$ cat src/rtl/gbuff_arbiter_if.sv
// Requester-side and global-buffer-side signals of gbuff_arbiter.
// slave is the arbiter's view; master is the view of the surrounding engines and buffer.
`ifndef GBUFF_INDX_SIZE
`define GBUFF_INDX_SIZE 8
`endif
`ifndef WORD_SIZE
`define WORD_SIZE 32
`endif

interface gbuff_arbiter_if #(
  parameter int unsigned IDX_W  = `GBUFF_INDX_SIZE,
  parameter int unsigned WORD_W = `WORD_SIZE,
  parameter int unsigned LEN_W  = 8
);
  logic [2:0]          req;
  logic [2:0]          req_wr;
  logic [3*IDX_W-1:0]  req_base;
  logic [3*LEN_W-1:0]  req_len;
  logic [3*WORD_W-1:0] wdata;
  logic [2:0]          gnt;
  logic [2:0]          beat_ack;
  logic [2:0]          done;
  logic [WORD_W-1:0]   rdata;
  logic [2:0]          rvalid;
  logic                gb_wr_en;
  logic [IDX_W-1:0]    gb_index;
  logic [WORD_W-1:0]   gb_data_in;
  logic [WORD_W-1:0]   gb_data_out;

  modport master (
    output req, req_wr, req_base, req_len, wdata, gb_data_out,
    input  gnt, beat_ack, done, rdata, rvalid, gb_wr_en, gb_index, gb_data_in
  );

  modport slave (
    input  req, req_wr, req_base, req_len, wdata, gb_data_out,
    output gnt, beat_ack, done, rdata, rvalid, gb_wr_en, gb_index, gb_data_in
  );
endinterface

$ cat src/rtl/gbuff_arbiter.sv
// Round-robin burst arbiter sharing the single-port global buffer among three requesters,
// with per-burst auto-incrementing addresses and tagged read return.
`ifndef GBUFF_INDX_SIZE
`define GBUFF_INDX_SIZE 8
`endif
`ifndef WORD_SIZE
`define WORD_SIZE 32
`endif

module gbuff_arbiter #(
  parameter int unsigned IDX_W  = `GBUFF_INDX_SIZE,
  parameter int unsigned WORD_W = `WORD_SIZE,
  parameter int unsigned LEN_W  = 8
) (
  input logic            clk,
  input logic            rst,
  gbuff_arbiter_if.slave bus
);

  typedef enum logic [0:0] {StIdle, StBurst} state_e;

  state_e             state_q, state_d;
  logic [1:0]         last_q, last_d;
  logic [1:0]         own_q, own_d;
  logic               wr_q, wr_d;
  logic [IDX_W-1:0]   base_q, base_d;
  logic [LEN_W-1:0]   len_q, len_d;
  logic [LEN_W-1:0]   cnt_q, cnt_d;
  logic [2:0]         rvalid_q, rvalid_d;

  logic [1:0]         cand1, cand2, winner;
  logic [2:0]         own_oh;
  logic               last_beat;

  function automatic logic [1:0] next_port(input logic [1:0] p);
    return (p == 2'd2) ? 2'd0 : p + 2'd1;
  endfunction

  // Search order is last+1, last+2, then last itself.
  always_comb begin
    cand1 = next_port(last_q);
    cand2 = next_port(cand1);
    if (bus.req[cand1])      winner = cand1;
    else if (bus.req[cand2]) winner = cand2;
    else                     winner = last_q;
  end

  assign own_oh    = 3'b001 << own_q;
  assign last_beat = (cnt_q == len_q);

  always_ff @(posedge clk or negedge rst) begin
    if (!rst) begin
      state_q <= StIdle;
    end else begin
      state_q <= state_d;
    end
  end

  always_ff @(posedge clk or negedge rst) begin
    if (!rst) begin
      last_q   <= 2'd2;
      own_q    <= 2'd0;
      wr_q     <= 1'b0;
      base_q   <= '0;
      len_q    <= '0;
      cnt_q    <= '0;
      rvalid_q <= 3'b000;
    end else begin
      last_q   <= last_d;
      own_q    <= own_d;
      wr_q     <= wr_d;
      base_q   <= base_d;
      len_q    <= len_d;
      cnt_q    <= cnt_d;
      rvalid_q <= rvalid_d;
    end
  end

  always_comb begin
    state_d  = state_q;
    last_d   = last_q;
    own_d    = own_q;
    wr_d     = wr_q;
    base_d   = base_q;
    len_d    = len_q;
    cnt_d    = cnt_q;
    rvalid_d = 3'b000;
    unique case (state_q)
      StIdle: begin
        if (|bus.req) begin
          state_d = StBurst;
          last_d  = winner;
          own_d   = winner;
          wr_d    = bus.req_wr[winner];
          base_d  = bus.req_base[int'(winner)*IDX_W +: IDX_W];
          len_d   = bus.req_len[int'(winner)*LEN_W +: LEN_W];
          cnt_d   = '0;
        end
      end
      StBurst: begin
        // Registered to line up with the buffer's one-cycle read.
        rvalid_d = wr_q ? 3'b000 : own_oh;
        if (last_beat) state_d = StIdle;
        else           cnt_d   = cnt_q + 1'b1;
      end
      default: state_d = StIdle;
    endcase
  end

  always_comb begin
    bus.gnt        = 3'b000;
    bus.beat_ack   = 3'b000;
    bus.done       = 3'b000;
    bus.gb_wr_en   = 1'b0;
    bus.gb_index   = '0;
    bus.gb_data_in = '0;
    if (state_q == StBurst) begin
      bus.gnt      = own_oh;
      bus.beat_ack = own_oh;
      bus.done     = last_beat ? own_oh : 3'b000;
      bus.gb_wr_en = wr_q;
      bus.gb_index = base_q + IDX_W'(cnt_q);
      if (wr_q) bus.gb_data_in = bus.wdata[int'(own_q)*WORD_W +: WORD_W];
    end
  end

  assign bus.rvalid = rvalid_q;
  assign bus.rdata  = bus.gb_data_out;

endmodule

$ cat src/flat_wrapper.sv
// flat-port wrapper written by rule: the top's interface ports become plain ports
module gbuff_arbiter_flat 
#(
  parameter int unsigned IDX_W  = `GBUFF_INDX_SIZE,
  parameter int unsigned WORD_W = `WORD_SIZE,
  parameter int unsigned LEN_W  = 8
)
  (clk, rst, bus_req, bus_req_wr, bus_req_base, bus_req_len, bus_wdata, bus_gb_data_out, bus_gnt, bus_beat_ack, bus_done, bus_rdata, bus_rvalid, bus_gb_wr_en, bus_gb_index, bus_gb_data_in);
  gbuff_arbiter_if #(.IDX_W(IDX_W), .WORD_W(WORD_W), .LEN_W(LEN_W)) bus_i ();
  input logic clk;
  input logic rst;
  input wire logic [$bits(bus_i.req)-1:0] bus_req;
  input wire logic [$bits(bus_i.req_wr)-1:0] bus_req_wr;
  input wire logic [$bits(bus_i.req_base)-1:0] bus_req_base;
  input wire logic [$bits(bus_i.req_len)-1:0] bus_req_len;
  input wire logic [$bits(bus_i.wdata)-1:0] bus_wdata;
  input wire logic [$bits(bus_i.gb_data_out)-1:0] bus_gb_data_out;
  output wire logic [$bits(bus_i.gnt)-1:0] bus_gnt;
  output wire logic [$bits(bus_i.beat_ack)-1:0] bus_beat_ack;
  output wire logic [$bits(bus_i.done)-1:0] bus_done;
  output wire logic [$bits(bus_i.rdata)-1:0] bus_rdata;
  output wire logic [$bits(bus_i.rvalid)-1:0] bus_rvalid;
  output wire logic [$bits(bus_i.gb_wr_en)-1:0] bus_gb_wr_en;
  output wire logic [$bits(bus_i.gb_index)-1:0] bus_gb_index;
  output wire logic [$bits(bus_i.gb_data_in)-1:0] bus_gb_data_in;
  assign bus_i.req = bus_req;
  assign bus_i.req_wr = bus_req_wr;
  assign bus_i.req_base = bus_req_base;
  assign bus_i.req_len = bus_req_len;
  assign bus_i.wdata = bus_wdata;
  assign bus_i.gb_data_out = bus_gb_data_out;
  assign bus_gnt = bus_i.gnt;
  assign bus_beat_ack = bus_i.beat_ack;
  assign bus_done = bus_i.done;
  assign bus_rdata = bus_i.rdata;
  assign bus_rvalid = bus_i.rvalid;
  assign bus_gb_wr_en = bus_i.gb_wr_en;
  assign bus_gb_index = bus_i.gb_index;
  assign bus_gb_data_in = bus_i.gb_data_in;
  gbuff_arbiter #(.IDX_W(IDX_W), .WORD_W(WORD_W), .LEN_W(LEN_W)) u_core (.clk(clk), .rst(rst), .bus(bus_i));
endmodule
$ cat config.mk
export PLATFORM = sky130hd
export DESIGN_NAME = gbuff_arbiter_flat
export DESIGN_NICKNAME = d
export VERILOG_FILES = /design/src/rtl/gbuff_arbiter_if.sv /design/src/rtl/gbuff_arbiter.sv /design/src/flat_wrapper.sv
export SDC_FILE = /design/constraint.sdc
export NUM_CORES = 1
export LEC_CHECK = 0
export ABC_AREA = 1
export CAP_MARGIN = 40
export CORE_AREA = 3 3 104 106
export CTS_CLUSTER_DIAMETER = 60
export DETAILED_ROUTE_END_ITERATION = 12
export DIE_AREA = 0 0 107 109
export GPL_ROUTABILITY_DRIVEN = 0
export HOLD_SLACK_MARGIN = 0.12
export PLACE_DENSITY_LB_ADDON = 0.08
export RECOVER_POWER = 25
export SLEW_MARGIN = 15
export SYNTH_ARGS = -nofsm -noshare
export SYNTH_HDL_FRONTEND = slang
export SYNTH_SLANG_ARGS = --single-unit
$ cat constraint.sdc
create_clock -name clk -period 3.1 [get_ports clk]
set_input_delay 0.62 -clock clk [delete_from_list [all_inputs] [get_ports clk]]
set_output_delay 0.62 -clock clk [all_outputs]
set_load 0.02 [all_outputs]
==> metrics, run 1 <==
antenna violations before repair=2; worst skew pair latency=0.29 ns; Final setup viols=0; run status=complete, but fails checks; Int Pwr=2.60 mW; failing checks=max-capacitance violations, max-slew violations; Tcrit/Tclk final=0.965; vias post-DR=4279; Power Total=5.46 mW; number of distinct library cells after synthesis=32; highest routing layer actually used=met4; share of cells above drive strength 1=0.0558; clock period minus worst slack=2.99 ns; Setup WS post-layout=0.108 ns; Synth Area per Inst=5.90 µm²; DRC errors left=0; chip width=107 µm; maximum fanout along the worst path=7; initial detailed-routing violation count=353; Worst VDD drop=0.000490 V; reg2reg start=u_core.cnt_q[1]; Worst Hold Launch=u_core.last_q[1]; Post-synth EDFFs=0; Nets=963; row count=36; CTS Buffer Depth=2; Clk pwr share=0.061; TNS Setup=0 ns; pre-CTS WS=0.183 ns; CP arrival=2.37 ns; Mapped Cells=606; syn_nets=799; crit path to=bus_done[1]; largest net degree at the start of global routing=36; first-pass GRT wire length=20.1 mm; worst slew pin tran=1.71 ns; Flop pwr share=0.157; Final Hold Fails=0; Setup Buffers After CTS=0; P_leak=2.80 nW; Multi-input gate area=0.00201 mm²; Max-Cap Viols=1; GRT Util Overall=0.214; Top FF cell, synth=dfrtp_1; CTS Buf Count=5; Mapped Area=0.00358 mm²; WL met1=5.31 mm; met2 routed WL=6.35 mm; normalized max-slew margin=-0.137; most frequent cells in the layout=200 x clkdlybuf4s50_1, 166 x nand2_1, 101 x nand3_1; Layout Skew=0.0105 ns; commonest non-fill, non-tap cell in the layout=clkdlybuf4s50_1; Setup crit start=u_core.cnt_q[1]; Required @ worst endpoint=2.48 ns; 1st-pass router iterations=6; reg2reg setup slack=1.09 ns; HP Class=reg2reg; Sink Count=32; crit path kind=reg2out; I/O Pins=269; CP Capture Type=output pin; Max Slew Vio Count=33; Psw=2.86 mW; GRT overflow=0; post-route ant nets=0; wire per inst=14.2 µm; sequential standard cell area=802 µm²; Final Util=0.569; Power Density=974 mW/mm²; via/cell ratio=4.72; IO Port Bufs=204; met3 WL=778 µm; FFs w/ async S/R, synth=1.00; Ys Warns=0; Max Freq=0.334 GHz; Initial Util=0.363; Comb power frac=0.781; core area=0.00986 mm²; Fillers=980; register area share after synthesis=0.224; Die Y-Extent=109 µm; worst r2r dst=u_core.cnt_q[7]; root buffer cell=clkbuf_8; Startpoint Class=flip-flop; post-DP HPWL=10.6 mm; Area Overhead vs Synth=56.9%; #FFs+latches synth=32; RSZ-0062 raised after global routing=no; r2r worst-path depth=8; final WL=12.9 mm; H-tree Lvls=2; DIE AREA=0.0117 mm²; fraction of power spent switching nets=0.524; Clk pin slew, worst setup/hold paths=0.07 ns; number of global-route vias before repair=4101; CTS tree=yes
synthesized netlist by cell type (all sizes together), types with 2 or more instances:
cell | instances | area [µm²]
a21boi | 5 | 37.5
a21oi | 25 | 125
buf | 54 | 380
clkbuf | 11 | 41.3
clkinv | 2 | 7.51
dfrtp | 31 | 776
ha | 8 | 100
inv | 90 | 338
nand2 | 169 | 642
nand3 | 104 | 536
nand4 | 3 | 25.0
nor2 | 58 | 239
nor3 | 12 | 60.1
o211ai | 7 | 52.6
o21ai | 13 | 65.1
xnor2 | 3 | 26.3
xor2 | 6 | 52.6
metal layers:
layer,vias up,global-route usage
met2,155,0.370
li1,2195,-
met4,0,0.0840
met3,39,0.0355
met5,-,0
met1,1890,0.266
flip-flops by register name, indices dropped and copies added (netlist names):
register           count
u_core.base_q          8
u_core.cnt_q           8
u_core.len_q           8
u_core.bus.rvalid      3
u_core.last_q          2
u_core.own_q           1
u_core.state_q         1
u_core.wr_q            1
worst max-delay path: stages (launching register included):
cell and delay (ns):
dfrtp_1 0.41, buf_4 0.17, or2_1 0.20, a21oi_1 0.20, nand4_2 0.24, nor3_1 0.22
clkdlybuf4s50_1 0.66
stage by stage:
step | std cells | area (µm²) | hold WS (ns)
final | 906 | 5610 | 0.552
after global routing | 906 | 5610 | 0.582
after floorplan | 606 | 3580 | 0.324
after global placement | 896 | 5510 | 0.530
after detailed placement | 896 | 5510 | 0.543
after CTS | 904 | 5600 | 0.551
how the worst min path moves through the flow:
stage	endpoint	slack, ns	depth (start not counted)
2_1_floorplan	u_core.base_q[0]	0.32	0
3_3_place_gp	u_core.last_q[1]	0.53	2
6_report	u_core.last_q[1]	0.55	2
5_1_grt	u_core.last_q[1]	0.58	2
3_5_place_dp	u_core.last_q[1]	0.54	2
4_1_cts	u_core.last_q[1]	0.55	2
logic make-up after synthesis:
group | count (synthesis) | share of synthesized area
AO/OA/AOI/OAI | 52 | 0.0840
XOR/XNOR | 9 | 0.0220
adder cells (fa/ha/maj) | 9 | 0.0336
AND/OR/NAND/NOR | 347 | 0.422
flip-flops | 32 | 0.224
buffers and inverters | 157 | 0.214
layout make-up:
type,instances,share of cell area
clock inverters,1,0.00134
inverters,92,0.0622
well taps,133,0.0297
repair buffers,222,0.390
diodes,2,0.000892
multi-input cells,417,0.358
clock buffers,7,0.0154
flip-flops and latches,32,0.143
power by group through the flow:
stage	combinational (mW)	sequential, mW	clock (mW)
floorplan	2.82	0.810	0
global placement	4.27	0.848	0
detailed placement	4.32	0.864	0
CTS	4.31	0.856	0.345
global route	4.76	0.885	0.359
finish	4.27	0.859	0.336
timing repair:
action,CTS,global route
endpoints found under the setup margin,2,28
hold buffers,0,0
gates resized for setup,2,5
(Power assumes the default switching activity.)
==> run 2, diff against run 1 <==
--- a/config.mk
+++ b/config.mk
@@ -6,6 +6,7 @@
 export NUM_CORES = 1
 export LEC_CHECK = 0
 export ABC_AREA = 1
+export ABC_CLOCK_PERIOD_IN_PS = 3100
 export CAP_MARGIN = 40
 export CORE_AREA = 3 3 104 106
 export CTS_CLUSTER_DIAMETER = 60
@@ -13,7 +14,7 @@
 export DIE_AREA = 0 0 107 109
 export GPL_ROUTABILITY_DRIVEN = 0
 export HOLD_SLACK_MARGIN = 0.12
-export PLACE_DENSITY_LB_ADDON = 0.08
+export PLACE_DENSITY = 0.84
 export RECOVER_POWER = 25
 export SLEW_MARGIN = 15
 export SYNTH_ARGS = -nofsm -noshare
==> run 2 against run 1 <==
The flow still finishes with violations (max-capacitance violations, max-slew violations). Combinational power about the same. Sequential share of layout area about the same. Worst hold slack gained 0.0072 ns. Worst setup slack improved by 0.072 ns. Wire length is 4.3% lower. Die area unchanged. First-iteration DRC count fell by 12%.
==> metrics, run 2 (synthesis gave the netlist of run 1 again) <==
run status=complete, but fails checks; failing checks=max-capacitance violations, max-slew violations; DRC errors left=0 (unchanged); normalized max-slew margin=-0.178 (-0.0409); TNS Setup=0 ns (unchanged); antenna cells=0 (-2); hold_buf cts=0 (unchanged); CTS Buf Count=5 (unchanged); cell at the slowest stage of the critical path=clkdlybuf4s50_1; CP arrival=2.30 ns (-0.07 ns); initial detailed-routing violation count=310 (-12%); CTS Buffer Depth=2 (unchanged); crit path kind=reg2out; Cells after DPL=894 (-0.22%); pre-CTS WS=0.194 ns (+0.0118 ns); Startpoint Class=flip-flop; Power Total=5.50 mW (+0.70%); IO Port Bufs=204 (unchanged); chip width=107 µm (unchanged); CP Capture Type=output pin; non-filler cells in the finished layout=902 (-0.44%); number of global-route vias before repair=3874 (-5.5%); 1st-pass router iterations=4 (-2); r2r worst-path depth=11 (+3); Area Overhead vs Synth=57.1%; Sink Count=32 (unchanged); DIE AREA=0.0117 mm² (unchanged); Max Slew Vio Count=33 (unchanged); Die Y-Extent=109 µm (unchanged); CP max stage delay=0.63 ns (-0.03 ns); wire per inst=13.6 µm (-3.9%); H-tree Lvls=2 (unchanged); post-DP HPWL=9.98 mm (-5.6%); hold_ws=0.559 ns (+0.00722 ns); antenna violations before repair=0 (-2); via/cell ratio=4.65 (-1.6%); HP Class=reg2reg; I/O Pins=269 (unchanged); post-route ant nets=0 (unchanged); GRT Util Overall=0.203 (-0.0101); crit-path cells=buf_4, or2_1, a21oi_1, nand4_2, nor3_1, clkdlybuf4s50_1; Setup Buffers After CTS=0 (unchanged); commonest non-fill, non-tap cell in the layout=clkdlybuf4s50_1; CTS tree=yes; Layout Skew=0.00537 ns (-0.00516 ns); worst slew pin tran=1.77 ns (+0.0614 ns); Tcrit/Tclk final=0.942 (-0.0234); root buffer cell=clkbuf_8; core area=0.00986 mm² (unchanged); most frequent cells in the layout=200 x clkdlybuf4s50_1, 166 x nand2_1, 101 x nand3_1; Setup WS post-layout=0.180 ns (+0.0724 ns); Nets=961 (-0.21%); largest net degree at the start of global routing=34 (-5.6%); Power Density=980 mW/mm² (+0.59%); worst hold stages=2 (unchanged); first-pass GRT wire length=19.2 mm (-4.6%); Worst VDD drop=0.000710 V (+45%); final WL=12.3 mm (-4.3%); Final Hold Fails=0 (unchanged); P_leak=2.82 nW (+0.47%); Initial Util=0.363 (unchanged); Max-Cap Viols=1 (unchanged); maximum fanout along the worst path=7 (unchanged); GRT overflow=0 (unchanged); clock period minus worst slack=2.92 ns (-0.0724 ns); Max Freq=0.342 GHz (+2.5%); Required @ worst endpoint=2.48 ns (about the same); share of cells above drive strength 1=0.0507 (-0.00506); row count=36 (unchanged); RSZ-0062 raised after global routing=no; worst skew pair latency=0.29 ns (about the same); Final setup viols=0 (unchanged); vias post-DR=4192 (-2.0%); Clk pin slew, worst setup/hold paths=0.07 ns (about the same); Regs by FF count=u_core.base_q x8, u_core.cnt_q x8, u_core.len_q x8
run 2: what timing repair did:
action                     CTS  global route
gates resized for setup      1             2
cloned                       0             0
setup endpoints to repair    1             2
run 2: worst paths after layout:
kind / to / from / slack (ns)
worst max-delay path: bus_done[0] / u_core.cnt_q[1] / 0.18
worst min-delay path: u_core.len_q[5] / u_core.len_q[5] / 0.56
worst max register to register: u_core.len_q[3] / u_core.last_q[0] / 0.74
worst min register to register: u_core.len_q[5] / u_core.len_q[5] / 0.56
max in group asynchronous: u_core.bus.rvalid[2] / rst / 0.74
min in group asynchronous: u_core.cnt_q[0] / rst / 1.33
run 2: per-layer routing:
layer  share of wire  vias up  global-route usage
li1                -     2183                   -
met1            0.44     1826               0.263
met2            0.47      158               0.343
met3           0.078       25              0.0468
met4           0.018        0              0.0557
met5               0        -                   0
run 2: where the power goes:
part	internal (mW)	switching (mW)
Clock	0.238	0.159
Combinational	1.80	2.45
Sequential	0.634	0.220
Total	2.67	2.83
run 2: critical path, delay by kind of cell, from the launching register on:
family / cells / cell delay [ns]
AND/OR/NAND/NOR: 3 / 0.64
flip-flops: 1 / 0.40
buffers and inverters: 2 / 0.79
AO/OA/AOI/OAI: 1 / 0.18
run 2: area by class of cell:
type	instances	area, µm²
Tap cell	133	166
Clock buffer	6	72.6
Multi-Input combinational cell	417	2010
Inverter	92	345
Sequential cell	32	802
Fill cell	922	4250
Timing Repair Buffer	220	2190
Clock inverter	2	35.0
run 2: through the flow:
| step | utilization | cell area, µm² |
|---|---|---|
| 3_3_place_gp | 0.559 | 5510 |
| 5_1_grt | 0.570 | 5620 |
| 3_5_place_dp | 0.559 | 5510 |
| 6_report | 0.570 | 5620 |
| 4_1_cts | 0.569 | 5620 |
| 2_1_floorplan | - | 3580 |
